**config.mk**
```make
export PLATFORM = sky130hd
export DESIGN_NAME = ex_btc_utx2_enc_flat
export DESIGN_NICKNAME = d
export VERILOG_FILES = /design/src/rtl/ex_btc_utx2_enc_pkg.sv /design/src/rtl/ex_btc_utx2_enc_if.sv /design/src/rtl/ex_btc_utx2_enc_luma8.sv /design/src/rtl/ex_btc_utx2_enc.sv /design/src/flat_wrapper.sv
export SDC_FILE = /design/constraint.sdc
export NUM_CORES = 1
export LEC_CHECK = 0
export ABC_AREA = 1
export CELL_PAD_IN_SITES_DETAIL_PLACEMENT = 1
export CELL_PAD_IN_SITES_GLOBAL_PLACEMENT = 1
export CORE_AREA = 2 2 187 189
export DETAILED_ROUTE_END_ITERATION = 7
export DIE_AREA = 0 0 189 191
export PLACE_DENSITY_LB_ADDON = 0.3
export RECOVER_POWER = 100
export SETUP_SLACK_MARGIN = 0.02
export SYNTH_ARGS = -nofsm -noshare
export SYNTH_HDL_FRONTEND = slang
export SYNTH_SLANG_ARGS = --single-unit
```
**constraint.sdc**
```tcl
create_clock -name clock -period 4.95 [get_ports clock]
set_input_delay 0.99 -clock clock [delete_from_list [all_inputs] [get_ports clock]]
set_output_delay 0.99 -clock clock [all_outputs]
set_load 0.03 [all_outputs]
```
**src/rtl/ex_btc_utx2_enc_pkg.sv**
```systemverilog
// Definitions shared by the UTX2 encoder and decoder: FSM states, buffer entry
// layout and the bit positions of the 64-bit opaque block.
package ex_btc_utx2_enc_pkg;

  typedef enum logic [1:0] {
    ST_LOAD  = 2'd0,
    ST_CLASS = 2'd1,
    ST_OUT   = 2'd2
  } enc_state_e;

  localparam int SEL_BASE   = 32;
  localparam int COLA_LSB   = 0;
  localparam int COLB_LSB   = 16;
  localparam int MODE_BIT_A = 15;
  localparam int MODE_BIT_B = 31;

  typedef struct packed {
    logic [14:0] rgb;
    logic [7:0]  luma;
  } pix_ent_t;

  function automatic logic [14:0] rgb555(input logic [31:0] pix);
    return {pix[23:19], pix[15:11], pix[7:3]};
  endfunction

  // Level 0..3 (Ymin..Ymax) to the {B,A} selector pair stored in the block.
  function automatic logic [1:0] level_to_sel(input logic [1:0] lvl);
    logic [1:0] sel;
    case (lvl)
      2'd0:    sel = 2'b00;
      2'd1:    sel = 2'b10;
      2'd2:    sel = 2'b01;
      default: sel = 2'b11;
    endcase
    return sel;
  endfunction

endpackage

```
**src/rtl/ex_btc_utx2_enc_if.sv**
```systemverilog
// Pixel-in / block-out handshake bundle of the UTX2 encoder.
interface ex_btc_utx2_enc_if;
  logic        inValid;
  logic        inReady;
  logic [31:0] inPix;
  logic        outValid;
  logic        outReady;
  logic [63:0] outBlk;

  modport master (output inValid, inPix, outReady, input inReady, outValid, outBlk);
  modport slave  (input inValid, inPix, outReady, output inReady, outValid, outBlk);
endinterface

```
**src/rtl/ex_btc_utx2_enc_luma8.sv**
```systemverilog
// 8-bit luma of an RGBA32 pixel: (R+2G+B)>>2, or G alone when LUMA_MODE=1.
module ex_btc_luma8 #(
  parameter int LUMA_MODE = 0
) (
  input  logic [31:0] pix,
  output logic [7:0]  luma
);
  logic [9:0] sum;
  logic       unused_bits;

  assign sum         = {2'b00, pix[23:16]} + {1'b0, pix[15:8], 1'b0} + {2'b00, pix[7:0]};
  assign luma        = (LUMA_MODE == 1) ? pix[15:8] : sum[9:2];
  assign unused_bits = ^{pix[31:24], sum[1:0]};
endmodule

```
**src/rtl/ex_btc_utx2_enc.sv**
```systemverilog
// UTX2 opaque block encoder: buffers a 4x4 RGBA32 tile, picks luma extremes as
// endpoints and classifies each pixel into one of four interpolation levels.
module ex_btc_utx2_enc
  import ex_btc_utx2_enc_pkg::*;
#(
  parameter int LUMA_MODE = 0
) (
  input logic               clock,
  input logic               reset,
  input logic               flush,
  ex_btc_utx2_enc_if.slave  bus
);

  enc_state_e  state_q, state_d;
  logic [3:0]  cnt_q, cnt_d;
  logic [7:0]  ymin_q, ymin_d, ymax_q, ymax_d;
  logic [14:0] cmin_q, cmin_d, cmax_q, cmax_d;
  logic [31:0] sel_q, sel_d;
  logic        in_ready_q, in_ready_d;
  logic        out_valid_q, out_valid_d;
  logic [63:0] out_blk_q, out_blk_d;

  pix_ent_t    buf_q [16];
  logic [7:0]  pix_luma;
  logic [14:0] pix_rgb;
  logic        pix_acc;
  pix_ent_t    cur;
  logic [10:0] rng, d, d6, rng5;
  logic [1:0]  lvl;

  ex_btc_luma8 #(.LUMA_MODE(LUMA_MODE)) u_luma (
    .pix  (bus.inPix),
    .luma (pix_luma)
  );

  assign pix_rgb      = rgb555(bus.inPix);
  assign pix_acc      = in_ready_q & bus.inValid;
  assign bus.inReady  = in_ready_q;
  assign bus.outValid = out_valid_q;
  assign bus.outBlk   = out_blk_q;

  // Widened to 11 bits so 6*d and 5*Rng cannot wrap.
  assign cur  = buf_q[cnt_q];
  assign rng  = {3'b000, ymax_q - ymin_q};
  assign d    = {3'b000, cur.luma - ymin_q};
  assign d6   = (d << 2) + (d << 1);
  assign rng5 = (rng << 2) + rng;
  assign lvl  = (rng == 11'd0) ? 2'd3 :
                {1'b0, d6 >= rng} + {1'b0, (d << 1) >= rng} + {1'b0, d6 >= rng5};

  always_comb begin
    state_d     = state_q;
    cnt_d       = cnt_q;
    ymin_d      = ymin_q;
    ymax_d      = ymax_q;
    cmin_d      = cmin_q;
    cmax_d      = cmax_q;
    sel_d       = sel_q;
    in_ready_d  = in_ready_q;
    out_valid_d = out_valid_q;
    out_blk_d   = out_blk_q;
    case (state_q)
      ST_LOAD: begin
        if (pix_acc) begin
          if (cnt_q == 4'd0) begin
            ymin_d = pix_luma;
            ymax_d = pix_luma;
            cmin_d = pix_rgb;
            cmax_d = pix_rgb;
          end else begin
            if (pix_luma < ymin_q) begin
              ymin_d = pix_luma;
              cmin_d = pix_rgb;
            end
            if (pix_luma > ymax_q) begin
              ymax_d = pix_luma;
              cmax_d = pix_rgb;
            end
          end
          if (cnt_q == 4'd15) begin
            state_d    = ST_CLASS;
            in_ready_d = 1'b0;
            cnt_d      = 4'd0;
          end else begin
            cnt_d = cnt_q + 4'd1;
          end
        end
      end
      ST_CLASS: begin
        sel_d[{cnt_q, 1'b0} +: 2] = level_to_sel(lvl);
        if (cnt_q == 4'd15) begin
          state_d                   = ST_OUT;
          cnt_d                     = 4'd0;
          out_valid_d               = 1'b1;
          out_blk_d                 = '0;
          out_blk_d[COLA_LSB +: 15] = cmax_q;
          out_blk_d[COLB_LSB +: 15] = cmin_q;
          out_blk_d[SEL_BASE +: 32] = sel_d;
          out_blk_d[MODE_BIT_A]     = 1'b0;
          out_blk_d[MODE_BIT_B]     = 1'b0;
        end else begin
          cnt_d = cnt_q + 4'd1;
        end
      end
      ST_OUT: begin
        if (bus.outReady) begin
          state_d     = ST_LOAD;
          in_ready_d  = 1'b1;
          out_valid_d = 1'b0;
          ymin_d      = '0;
          ymax_d      = '0;
          cmin_d      = '0;
          cmax_d      = '0;
          sel_d       = '0;
        end
      end
      default: begin
        state_d    = ST_LOAD;
        in_ready_d = 1'b1;
      end
    endcase
    // Flush wins over any same-cycle accept or handshake; the last block stays visible.
    if (flush) begin
      state_d     = ST_LOAD;
      cnt_d       = 4'd0;
      in_ready_d  = 1'b1;
      out_valid_d = 1'b0;
      ymin_d      = '0;
      ymax_d      = '0;
      cmin_d      = '0;
      cmax_d      = '0;
      sel_d       = '0;
    end
  end

  always_ff @(posedge clock or negedge reset) begin
    if (!reset) begin
      state_q     <= ST_LOAD;
      cnt_q       <= '0;
      ymin_q      <= '0;
      ymax_q      <= '0;
      cmin_q      <= '0;
      cmax_q      <= '0;
      sel_q       <= '0;
      in_ready_q  <= 1'b1;
      out_valid_q <= 1'b0;
      out_blk_q   <= '0;
    end else begin
      state_q     <= state_d;
      cnt_q       <= cnt_d;
      ymin_q      <= ymin_d;
      ymax_q      <= ymax_d;
      cmin_q      <= cmin_d;
      cmax_q      <= cmax_d;
      sel_q       <= sel_d;
      in_ready_q  <= in_ready_d;
      out_valid_q <= out_valid_d;
      out_blk_q   <= out_blk_d;
    end
  end

  always_ff @(posedge clock) begin
    if (pix_acc && !flush) buf_q[cnt_q] <= '{rgb: pix_rgb, luma: pix_luma};
  end

endmodule

```
**src/flat_wrapper.sv**
```systemverilog
// flat-port wrapper written by rule: the top's interface ports become plain ports
module ex_btc_utx2_enc_flat import ex_btc_utx2_enc_pkg::*;
#(
  parameter int LUMA_MODE = 0
)
  (clock, reset, flush, bus_inValid, bus_inPix, bus_outReady, bus_inReady, bus_outValid, bus_outBlk);
  ex_btc_utx2_enc_if bus_i ();
  input logic clock;
  input logic reset;
  input logic flush;
  input wire logic [$bits(bus_i.inValid)-1:0] bus_inValid;
  input wire logic [$bits(bus_i.inPix)-1:0] bus_inPix;
  input wire logic [$bits(bus_i.outReady)-1:0] bus_outReady;
  output wire logic [$bits(bus_i.inReady)-1:0] bus_inReady;
  output wire logic [$bits(bus_i.outValid)-1:0] bus_outValid;
  output wire logic [$bits(bus_i.outBlk)-1:0] bus_outBlk;
  assign bus_i.inValid = bus_inValid;
  assign bus_i.inPix = bus_inPix;
  assign bus_i.outReady = bus_outReady;
  assign bus_inReady = bus_i.inReady;
  assign bus_outValid = bus_i.outValid;
  assign bus_outBlk = bus_i.outBlk;
  ex_btc_utx2_enc #(.LUMA_MODE(LUMA_MODE)) u_core (.clock(clock), .reset(reset), .flush(flush), .bus(bus_i));
endmodule
```
==> metrics.txt <==
# TYPE chip_impl_metric gauge
chip_impl_metric{name="r2r_slack",unit="ns"} -0.54
chip_impl_metric{name="die-height",unit="um"} 191
chip_impl_metric{name="final_min_period_over_clock_period",unit="%"} 111
chip_impl_metric{name="gr-usage-all-layers",unit="%"} 23.2
chip_impl_info{name="crit-reg2reg-capture",value="u_core.bus.outBlk[59]"} 1
chip_impl_info{name="critPathMostFrequentCell",value="sky130_fd_sc_hd__inv_2"} 1
chip_impl_metric{name="port_buffers",unit=""} 92
chip_impl_metric{name="max_clock_freq",unit="MHz"} 182
chip_impl_metric{name="clock_transition_at_the_register_clock_pins_on_the_worst_setup_and_hold_paths_after_cts",unit="ns"} 0.06
chip_impl_info{name="rsz0062_at_grt",value="true"} 1
chip_impl_metric{name="h-tree-depth",unit=""} 1
chip_impl_metric{name="post_synth_mux_area_share",unit="%"} 0
chip_impl_info{name="outcome",value="finished with violations"} 1
chip_impl_info{name="type_of_the_tightest_min_delay_check",value="reg2reg"} 1
chip_impl_info{name="violations_in_the_final_reports",value="capacitance limit, slew limit, setup timing"} 1
chip_impl_metric{name="detail_route.first_pass.iterations",unit=""} 5
chip_impl_metric{name="setup_violations",unit=""} 64
chip_impl_metric{name="crit_fanout",unit=""} 7
chip_impl_metric{name="fin_crit_period",unit="ns"} 5.49
chip_impl_metric{name="antenna_violations_before_repair",unit=""} 0
chip_impl_metric{name="synth_simple_gate_area_share",unit="%"} 19.2
chip_impl_metric{name="max_cap_violations",unit=""} 1
chip_impl_metric{name="asyncSetResetFlopFracSynth",unit="%"} 53.6
chip_impl_metric{name="fin_nets",unit=""} 1832
chip_impl_metric{name="worst_r2r_path_depth",unit=""} 34
chip_impl_metric{name="route.final.wire_length",unit="um"} 41500
chip_impl_metric{name="remaining_antenna_violation_count_after_routing",unit=""} 0
chip_impl_metric{name="row_count",unit=""} 68
chip_impl_info{name="worst_hold_path.endpoint",value="u_core.bus.outBlk[59]"} 1
chip_impl_metric{name="critPathMaxStageDelay",unit="ns"} 0.58
chip_impl_metric{name="worst_pin_slew",unit="ns"} 3.90
chip_impl_metric{name="vias_per_cell",unit=""} 5.31
chip_impl_metric{name="mappedNetlistArea",unit="um^2"} 14100
chip_impl_metric{name="drc",unit=""} 0
chip_impl_info{name="critPathCaptureType",value="flop"} 1
chip_impl_metric{name="floorplan.die_area",unit="um^2"} 36100
chip_impl_info{name="path_delay_family",value="adder cells"} 1
chip_impl_metric{name="finalCoreUtilization",unit="%"} 52.7
chip_impl_info{name="hold_path.startpoint",value="u_core.bus.outBlk[59]"} 1
chip_impl_metric{name="io-pin-count",unit=""} 103
chip_impl_metric{name="clock_skew",unit="ns"} 0.00917
chip_impl_metric{name="synth_seq_area_share",unit="%"} 53.6
chip_impl_metric{name="detailroute.via_count",unit=""} 11588
chip_impl_metric{name="die_x",unit="um"} 189
chip_impl_info{name="cp-start-kind",value="flop"} 1
chip_impl_metric{name="min_delay_path_depth",unit=""} 2
chip_impl_metric{name="yosys_warnings",unit=""} 0
chip_impl_metric{name="worst-endpoint-required",unit="ns"} 5.46
chip_impl_metric{name="finish.instance_area",unit="um^2"} 18000
chip_impl_metric{name="num-fill-cells",unit=""} 3793
chip_impl_metric{name="share_of_synthesized_cell_area_in_full_adder_half_adder_and_majority_cells",unit="%"} 8.69
chip_impl_metric{name="placement.cell_area",unit="um^2"} 16200
chip_impl_metric{name="floorplan.initialDensity",unit="%"} 41.3
chip_impl_metric{name="place.detailed.hpwl",unit="um"} 28400
chip_impl_metric{name="bufs_and_invs_on_worst_path",unit=""} 8
chip_impl_info{name="critical_path.reg2reg.startpoint",value="u_core.cnt_q[0]"} 1
chip_impl_metric{name="design.core.area",unit="um^2"} 34100
chip_impl_metric{name="route.detailed.wl_per_inst",unit="um"} 19.0
chip_impl_metric{name="synth-seq-cells",unit=""} 276
chip_impl_metric{name="numCtsBuffers",unit=""} 31
chip_impl_metric{name="gr-total-overflow",unit=""} 0
chip_impl_metric{name="timing.slew.headroom",unit="%"} -160
chip_impl_metric{name="detailedRoute.firstIterationViolations",unit=""} 619
chip_impl_metric{name="post-route-worst-setup-slack",unit="ns"} -0.541
chip_impl_metric{name="syn_area_cell",unit="um^2"} 9.33
chip_impl_metric{name="finalHoldViolations",unit=""} 0
chip_impl_info{name="cts_root_buf",value="sky130_fd_sc_hd__clkbuf_16"} 1
chip_impl_info{name="dominantRegCellSynth",value="sky130_fd_sc_hd__dfrtp_1"} 1
chip_impl_metric{name="synthCells",unit=""} 1509
chip_impl_info{name="dominant_combinational_cell_family_by_area_after_synthesis",value="simple AND/OR/NAND/NOR gates"} 1
chip_impl_info{name="tritoncts",value="yes"} 1
chip_impl_metric{name="grt_start_max_net_pins",unit=""} 84
chip_impl_metric{name="arrival",unit="ns"} 6.00
chip_impl_metric{name="clk_path_buf_depth",unit=""} 3
chip_impl_info{name="setup.worst_path.class",value="reg2reg"} 1
chip_impl_metric{name="antenna_cells_inserted",unit=""} 0
chip_impl_info{name="crit_path_top_delay_cell",value="sky130_fd_sc_hd__fa_2"} 1
chip_impl_metric{name="grt_first_pass_wirelength",unit="um"} 66400
chip_impl_metric{name="area.growth.synth_to_final",unit="%"} 27.7
chip_impl_metric{name="final_layout_size_suffix_gt1_share",unit="%"} 19.4
chip_impl_metric{name="clock_insertion_delay_worst_skew",unit="ns"} 0.57
chip_impl_metric{name="synth_edf_count",unit=""} 128
chip_impl_metric{name="final_max_slew_viol_count",unit=""} 84
chip_impl_metric{name="synth-compound-area-share",unit="%"} 11.5
chip_impl_metric{name="sink_count_of_the_clock_tree",unit=""} 276
chip_impl_metric{name="fin_cells",unit=""} 2184
chip_impl_metric{name="finalWeightedCongestion",unit=""} 0.850
chip_impl_metric{name="grt_pass1_vias",unit=""} 12448
chip_impl_metric{name="totalNegativeSetupSlack",unit="ns"} -24.37
chip_impl_metric{name="post_synthesis_xor_xnor_area_fraction",unit="%"} 1.31
chip_impl_metric{name="yosysUniqueCellTypes",unit=""} 51
chip_impl_metric{name="post-place-cells",unit=""} 2100
==> final cells by class <==
cell class,instances,area (um^2),share of cell area [%]
clock buffers,41,845,4.69
multi-input cells,1038,6370,35.4
flip-flops and latches,276,7550,42.0
repair inverters,1,6.26,0.0348
inverters,141,539,3.00
repair buffers,216,2010,11.2
well taps,455,569,3.16
clock inverters,16,95.1,0.529
==> worst max path at each step <==
stage	start	to	slack, ns	cells past startpoint
finish	u_core.cnt_q[0]	u_core.bus.outBlk[59]	-0.54	34
global route	u_core.cnt_q[0]	u_core.bus.outBlk[43]	-0.79	32
CTS	u_core.cnt_q[0]	u_core.bus.outBlk[43]	-0.38	32
detailed placement	u_core.cnt_q[0]	u_core.sel_q[29]	-0.69	30
global placement	u_core.cnt_q[0]	u_core.bus.outBlk[61]	-0.48	30
floorplan	u_core.cnt_q[0]	u_core.sel_q[5]	0.008	34
==> layer usage <==
metal	track usage (%)	share of wire (%)	vias to the layer above	routed length (um)
met2	42.0	51	266	21200
met5	0	0	-	0
met1	28.3	42	5759	17300
li1	-	-	5476	-
met4	8.14	3.5	0	1440
met3	3.18	3.8	87	1590
==> what timing repair did <==
item / in CTS / in global routing
setup buffers: 14 / 9
cloned: 4 / 0
endpoints found under the setup margin: 64 / 64
pin swaps: 48 / 28
gates resized for setup: 121 / 52
hold buffers: 0 / 0
==> cell families (layout without fill, tap and decap cells) <==
group / after synthesis / after routing
and+or+nand+nor: 633 / 634
buffers and inverters: 197 / 415
xor gates and xnor gates: 21 / 21
AOI/OAI and AO/OA: 291 / 291
DFF: 276 / 276
adders and majority gates: 90 / 90
other: 1 / 2
==> flip-flops by register name, indices dropped and copies added (netlist names) <==
signal	flops
u_core.buf_q	128
u_core.bus.outBlk	62
u_core.sel_q	32
u_core.cmax_q	15
u_core.cmin_q	15
u_core.ymax_q	8
u_core.ymin_q	8
u_core.cnt_q	4
u_core.state_q	2
u_core.bus.inReady	1
u_core.bus.outValid	1
==> worst register-to-register path, delay by kind of cell (launching register included) <==
family	cells	cell delay (ns)
buffers and inverters	8	0.82
and+or+nand+nor	12	1.17
DFF	1	0.52
adders and majority gates	4	1.37
xor gates and xnor gates	2	0.45
AOI/OAI and AO/OA	8	1.08
==> placed cells by master, fill, tap and decap left out, types with 13 or more instances in the layout <==
| master | count |
|---|---|
| sky130_fd_sc_hd__a21oi_1 | 36 |
| sky130_fd_sc_hd__xor2_1 | 14 |
| sky130_fd_sc_hd__o21ai_0 | 93 |
| sky130_fd_sc_hd__inv_1 | 117 |
| sky130_fd_sc_hd__nand3_1 | 38 |
| sky130_fd_sc_hd__nor2_2 | 13 |
| sky130_fd_sc_hd__edfxtp_1 | 128 |
| sky130_fd_sc_hd__ha_1 | 67 |
| sky130_fd_sc_hd__buf_4 | 102 |
| sky130_fd_sc_hd__nand4_1 | 22 |
| sky130_fd_sc_hd__o22ai_1 | 28 |
| sky130_fd_sc_hd__dfrtp_1 | 145 |
| sky130_fd_sc_hd__nor2_1 | 115 |
| sky130_fd_sc_hd__o21ai_1 | 48 |
| sky130_fd_sc_hd__nand2_1 | 390 |
| sky130_fd_sc_hd__clkbuf_16 | 32 |
| sky130_fd_sc_hd__clkdlybuf4s50_1 | 91 |
| sky130_fd_sc_hd__o21ai_2 | 29 |
| sky130_fd_sc_hd__inv_2 | 19 |
==> Yosys cell counts, types with 6 or more instances <==
master / instances / area, um^2
sky130_fd_sc_hd__a21oi_1: 45 / 225
sky130_fd_sc_hd__buf_2: 19 / 95.1
sky130_fd_sc_hd__clkbuf_1: 29 / 109
sky130_fd_sc_hd__dfrtp_1: 147 / 3680
sky130_fd_sc_hd__edfxtp_1: 128 / 3840
sky130_fd_sc_hd__fa_1: 13 / 260
sky130_fd_sc_hd__ha_1: 77 / 963
sky130_fd_sc_hd__inv_1: 125 / 469
sky130_fd_sc_hd__inv_2: 14 / 52.6
sky130_fd_sc_hd__nand2_1: 396 / 1490
sky130_fd_sc_hd__nand2_2: 6 / 37.5
sky130_fd_sc_hd__nand3_1: 45 / 225
sky130_fd_sc_hd__nand4_1: 22 / 138
sky130_fd_sc_hd__nor2_1: 125 / 469
sky130_fd_sc_hd__nor3_1: 7 / 35.0
sky130_fd_sc_hd__nor3_2: 7 / 70.1
sky130_fd_sc_hd__o21ai_0: 130 / 651
sky130_fd_sc_hd__o21ai_1: 43 / 215
sky130_fd_sc_hd__o21ai_2: 7 / 61.3
sky130_fd_sc_hd__o21bai_1: 8 / 60.1
sky130_fd_sc_hd__o22ai_1: 38 / 238
sky130_fd_sc_hd__xor2_1: 16 / 140
==> stage by stage <==
step | setup WS, ns | hold WS, ns
2_1_floorplan | 0.00824 | 0.442
3_3_place_gp | -0.476 | 0.455
3_5_place_dp | -0.695 | 0.462
4_1_cts | -0.383 | 0.475
5_1_grt | -0.785 | 0.500
6_report | -0.541 | 0.469
Power is not shown: default switching activity piles up to over one toggle a cycle in this logic, so the estimate is an artifact.
